--- src/rtl/lcd_frame_streamer.sv ---
// Two-line character frame buffer that periodically streams its whole image to the HD44780 driver
// as a set-address command followed by that line's characters, one req/ack handshake per byte.
module lcd_frame_streamer #(
    parameter int          CHARS_PER_LINE = 16,
    parameter int          REFRESH_DIV    = 1000,
    parameter logic [7:0]  BLANK          = 8'h20
) (
    input  logic                              clk,
    input  logic                              rst,
    input  logic                              wr_en,
    input  logic                              wr_line,
    input  logic [$clog2(CHARS_PER_LINE)-1:0] wr_col,
    input  logic [7:0]                        wr_data,
    input  logic                              clear,
    output logic                              drv_req,
    output logic                              drv_rs,
    output logic [7:0]                        drv_data,
    input  logic                              drv_ack,
    output logic                              busy,
    output logic                              frame_done
);
    localparam int CW = $clog2(CHARS_PER_LINE);
    localparam int TW = $clog2(REFRESH_DIV);

    typedef enum logic [2:0] {IDLE, ADDR0, LINE0, ADDR1, LINE1, DONE} state_t;

    state_t          state, state_n;
    logic [7:0]      mem [0:1][0:CHARS_PER_LINE-1];
    logic [TW-1:0]   cnt;
    logic            tick;
    logic            pending, pending_n;
    logic [CW-1:0]   col, col_n;
    logic            req_n, rs_n;
    logic [7:0]      data_n;
    logic            rd_line;
    logic [7:0]      rd_byte;
    logic            last_col;
    logic            done_hs;

    always_ff @(posedge clk or posedge rst) begin
        if (rst) begin
            for (int l = 0; l < 2; l++)
                for (int c = 0; c < CHARS_PER_LINE; c++)
                    mem[l][c] <= BLANK;
        end else if (clear) begin
            for (int l = 0; l < 2; l++)
                for (int c = 0; c < CHARS_PER_LINE; c++)
                    mem[l][c] <= BLANK;
        end else if (wr_en) begin
            mem[wr_line][wr_col] <= wr_data;
        end
    end

    assign tick = (cnt == TW'(REFRESH_DIV - 1));

    always_ff @(posedge clk or posedge rst) begin
        if (rst)       cnt <= '0;
        else if (tick) cnt <= '0;
        else           cnt <= cnt + 1'b1;
    end

    // A same-cycle write or clear is forwarded so the byte launched at this edge already reflects it.
    always_comb begin
        rd_line = (state == LINE1);
        rd_byte = mem[rd_line][col];
        if (clear)
            rd_byte = BLANK;
        else if (wr_en && (wr_line == rd_line) && (wr_col == col))
            rd_byte = wr_data;
    end

    assign last_col = (col == CW'(CHARS_PER_LINE - 1));
    assign done_hs  = drv_req && drv_ack;

    always_ff @(posedge clk or posedge rst) begin
        if (rst) begin
            state    <= IDLE;
            col      <= '0;
            pending  <= 1'b0;
            drv_req  <= 1'b0;
            drv_rs   <= 1'b0;
            drv_data <= 8'h00;
        end else begin
            state    <= state_n;
            col      <= col_n;
            pending  <= pending_n;
            drv_req  <= req_n;
            drv_rs   <= rs_n;
            drv_data <= data_n;
        end
    end

    always_comb begin
        state_n   = state;
        col_n     = col;
        req_n     = drv_req;
        rs_n      = drv_rs;
        data_n    = drv_data;
        pending_n = pending;
        if (tick && state != IDLE)
            pending_n = 1'b1;
        case (state)
            IDLE: begin
                if (tick || pending) begin
                    state_n   = ADDR0;
                    pending_n = 1'b0;
                    req_n     = 1'b1;
                    rs_n      = 1'b0;
                    data_n    = 8'h80;
                end
            end
            ADDR0, ADDR1: begin
                if (!drv_req) begin
                    req_n  = 1'b1;
                    rs_n   = 1'b0;
                    data_n = (state == ADDR0) ? 8'h80 : 8'hC0;
                end else if (done_hs) begin
                    req_n   = 1'b0;
                    col_n   = '0;
                    state_n = (state == ADDR0) ? LINE0 : LINE1;
                end
            end
            LINE0, LINE1: begin
                if (!drv_req) begin
                    req_n  = 1'b1;
                    rs_n   = 1'b1;
                    data_n = rd_byte;
                end else if (done_hs) begin
                    req_n = 1'b0;
                    if (last_col)
                        state_n = (state == LINE0) ? ADDR1 : DONE;
                    else
                        col_n = col + 1'b1;
                end
            end
            DONE:    state_n = IDLE;
            default: state_n = IDLE;
        endcase
    end

    assign busy       = (state != IDLE);
    assign frame_done = (state == DONE);

endmodule

--- config.mk ---
export PLATFORM = sky130hd
export DESIGN_NAME = lcd_frame_streamer
export DESIGN_NICKNAME = d
export VERILOG_FILES = /design/src/rtl/lcd_frame_streamer.sv
export SDC_FILE = /design/constraint.sdc
export NUM_CORES = 1
export LEC_CHECK = 0
export CAP_MARGIN = 5
export CELL_PAD_IN_SITES_DETAIL_PLACEMENT = 1
export CELL_PAD_IN_SITES_GLOBAL_PLACEMENT = 1
export CORE_ASPECT_RATIO = 1.2
export CORE_UTILIZATION = 46
export CTS_CLUSTER_SIZE = 24
export DETAILED_ROUTE_END_ITERATION = 8
export PLACE_DENSITY = 0.76
export SLEW_MARGIN = 10
export SYNTH_ARGS = -nofsm -noshare
export SYNTH_HDL_FRONTEND = slang
export SYNTH_SLANG_ARGS = --single-unit
--- constraint.sdc ---
create_clock -name clk -period 8.2 [get_ports clk]
set_input_delay 0.82 -clock clk [delete_from_list [all_inputs] [get_ports clk]]
set_output_delay 0.82 -clock clk [all_outputs]
set_load 0.005 [all_outputs]
==> metrics.md <==
| Metric | Value |
|---|---|
| Die height | 194 um |
| CP Buf/Inv Count | 1 |
| Warnings from Yosys | 0 |
| Detail Placement HPWL | 25800 um |
| Num rows | 70 |
| Commonest non-fill, non-tap cell in the layout | dfrtp_1 |
| EDFF count, synth | 0 |
| Slew margin rel. | 19.1% |
| Global-route wire length before repair | 66400 um |
| Slew Limit Fails | 0 |
| Post-CTS setup buffer count | 0 |
| CP Class | flop to flop |
| Fraction of layout cells with a size suffix above 1 | 14.6% |
| RSZ-0062 raised after global routing | no |
| Synth Net Count | 1337 |
| Mapped Area | 14200 um2 |
| R2R Setup Slk | 4550 ps |
| Status | finished with violations |
| Reg-to-reg startpoint | state[2]$_DFFE_PP0P_ |
| Post-Syn Area per Cell | 10.8 um2 |
| Cells after DPL | 1656 |
| Num CTS Buffers | 30 |
| Iteration count of the initial detailed-routing pass | 7 |
| CP Cell Sequence | or3b_4, buf_4, mux2i_1, a221o_1, or4_1, o31a_1, o21ai_0 |
| GRT Total Usage | 27.4% |
| Fmax | 274 MHz |
| Area of the core | 30400 um2 |
| CTS tree | yes |
| Post-Syn Instances | 1317 |
| Most frequent cells in the layout | dfrtp_1 (252), nor2_1 (228), mux2i_1 (183) |
| Most area-consuming cells after synthesis | dfrtp_1 (45%), mux2i_1 (13%), mux4_2 (8.6%) |
| Routability congestion estimate | 0.835 |
| Clock root buffer | clkbuf_16 |
| CTS Buffer Depth | 3 |
| Capture point of the worst reg-to-reg path | drv_data[1]$_DFFE_PP0P_ |
| DIE AREA | 31500 um2 |
| Sequential area share after synthesis | 50.5% |
| Port Buffers | 29 |
| Yosys reg bits | 284 |
| Final setup viols | 0 |
| Die extent in x | 162 um |
| Share of the synthesized area in the top cell type | 44.5% |
| Yosys top cell by area | dfrtp_1 |
| Largest net degree at the start of global routing | 162 |
| Actual slew at the worst max-slew pin | 1210 ps |
| DRC | 1 |
| Clock Latency Late Sink | 570 ps |
| Final std cells w/o fill | 1712 |
| Hold Path Cell Cnt | 1 |
| Initial core utilization | 46.6% |
| Required time worst endpoint | 8680 ps |
| Final period utilization | 44.5% |
| Max VDD drop | 155 uV |
| Final wirelength | 41700 um |
| # clock sinks | 284 |
| Setup crit start kind | flop |
| Unique masters post-synth | 59 |
| H-tree Lvls | 1 |
| Hold crit path type | flop to flop |
| Grt ovf | 0 |
| Post-synth top flop | dfrtp_1 |
| Top Ports | 30 |
| Synthesis-to-layout area growth | 11.5% |
| MaxCap Viol Count | 0 |
| Hold violation count in the final report | 0 |
| WHS Endpoint | cnt[9]$_DFF_PP0_ |
| PwrDens | 193 nW/um2 |
| Final Cell Area | 15800 um2 |
| R2R cell count | 7 |
| Antenna-violating nets left | 0 |
| Area of placed instances | 14700 um2 |
| Crit path max fanout | 39 |
| Hold-fix buffers, CTS | 0 |
| Wire per inst | 24.4 um |
| Nets | 1312 |
| # fillers | 3214 |
| # diodes | 0 |
| Min-delay src | cnt[9]$_DFF_PP0_ |
| WP data arrival | 4130 ps |
| Final min period | 3650 ps |
| Resized Gates After CTS | 0 |
| Slowest CP cell | or3b_4 |
| Initial antenna violation count | 0 |
| FFs w/ async S/R, synth | 100% |
| DR iter-0 viols | 894 |
| Crit path max-delay family | simple AND/OR/NAND/NOR gates |
| Crit end category | flop |
| Clk pin slew, worst setup/hold paths | 60 ps |
| Setup TNS | 0 ps |
| Worst path max stage delay | 850 ps |
| Clock Skew | 12.6 ps |
| Via count | 10400 |
| Leakage | 6.79 nW |
| Vias in the first global route | 11300 |
| Failing checks | design-rule violations |
| Vias per std cell | 6.07 |
[layout make-up]
class,instances,area (um2),area share [%]
clock buffers,47,916,5.80
clock inverters,9,145,0.919
inverters,6,26.3,0.166
multi-input cells,909,6530,41.3
flip-flops and latches,284,7150,45.3
well taps,396,495,3.14
repair buffers,61,534,3.38
[worst max path at each step]
stage                                     from                 endpoint  slack, ps  cells past startpoint
final                     state[2]$_DFFE_PP0P_  drv_data[1]$_DFFE_PP0P_       4550                      7
after global routing      state[2]$_DFFE_PP0P_  drv_data[1]$_DFFE_PP0P_       4340                      7
after CTS                 state[2]$_DFFE_PP0P_  drv_data[7]$_DFFE_PP0P_       4550                      6
after detailed placement             wr_col[2]      mem[67]$_DFFE_PP0P_       4280                      6
after global placement               wr_col[2]      mem[64]$_DFFE_PP0P_       4410                      6
after floorplan                            rst         cnt[0]$_DFF_PP0_       3640                      1
[cell families after synthesis]
kind of cell             share of synthesized area [%]
buffers and inverters                             3.54
AND/OR/NAND/NOR                                   15.0
multiplexers                                      22.2
AO/OA/AOI/OAI                                     7.86
XOR/XNOR                                         0.804
flip-flops                                        50.5
adder cells (fa/ha/maj)                          0.177
[per-layer routing]
metal | share of wire [%] | vias to the layer above | global-route usage, %
li1 | - | 4593 | -
met1 | 42 | 5491 | 36.0
met2 | 51 | 235 | 46.8
met3 | 3.8 | 69 | 2.95
met4 | 3.2 | 0 | 9.92
met5 | 0 | - | 0
[registers in the layout, summed over array words and instances, names as in the netlist]
register  cells
drv_rs        1
cnt          10
drv_data      8
drv_req       1
mem         256
pending       1
state         3
col           4
[report_power, final]
part	total, W	leakage [nW]	internal, W	switching [W]
Clock	0.00146	0.525	0.000888	0.000575
Combinational	0.000156	2.45	0.0000394	0.000117
Sequential	0.00142	3.81	0.00142	0.00000704
Total	0.00304	6.79	0.00234	0.000699
[synthesized netlist by cell type, drive strengths merged (8+ instances only)]
master	number
nor2	228
nor3	14
dfstp	32
o22ai	16
a21oi	61
buf	30
clkbuf	88
xnor2	10
nand2	103
nand3	67
mux4	54
a211o	33
a22oi	8
nand2b	9
dfrtp	252
nor2b	24
o21ai	19
or3	10
mux2i	183
mux2	8
[per-stage QoR]
step           setup WS, ps  util, %  total power (W)  hold WS, ps
6_report               4550     52.0          0.00304          486
5_1_grt                4340     52.0          0.00313          513
4_1_cts                4550     52.0          0.00307          490
3_5_place_dp           4280     48.5          0.00160          472
3_3_place_gp           4410     48.5          0.00160          466
2_1_floorplan          3640        -          0.00155          445
Power figures use the tool's default switching activity.
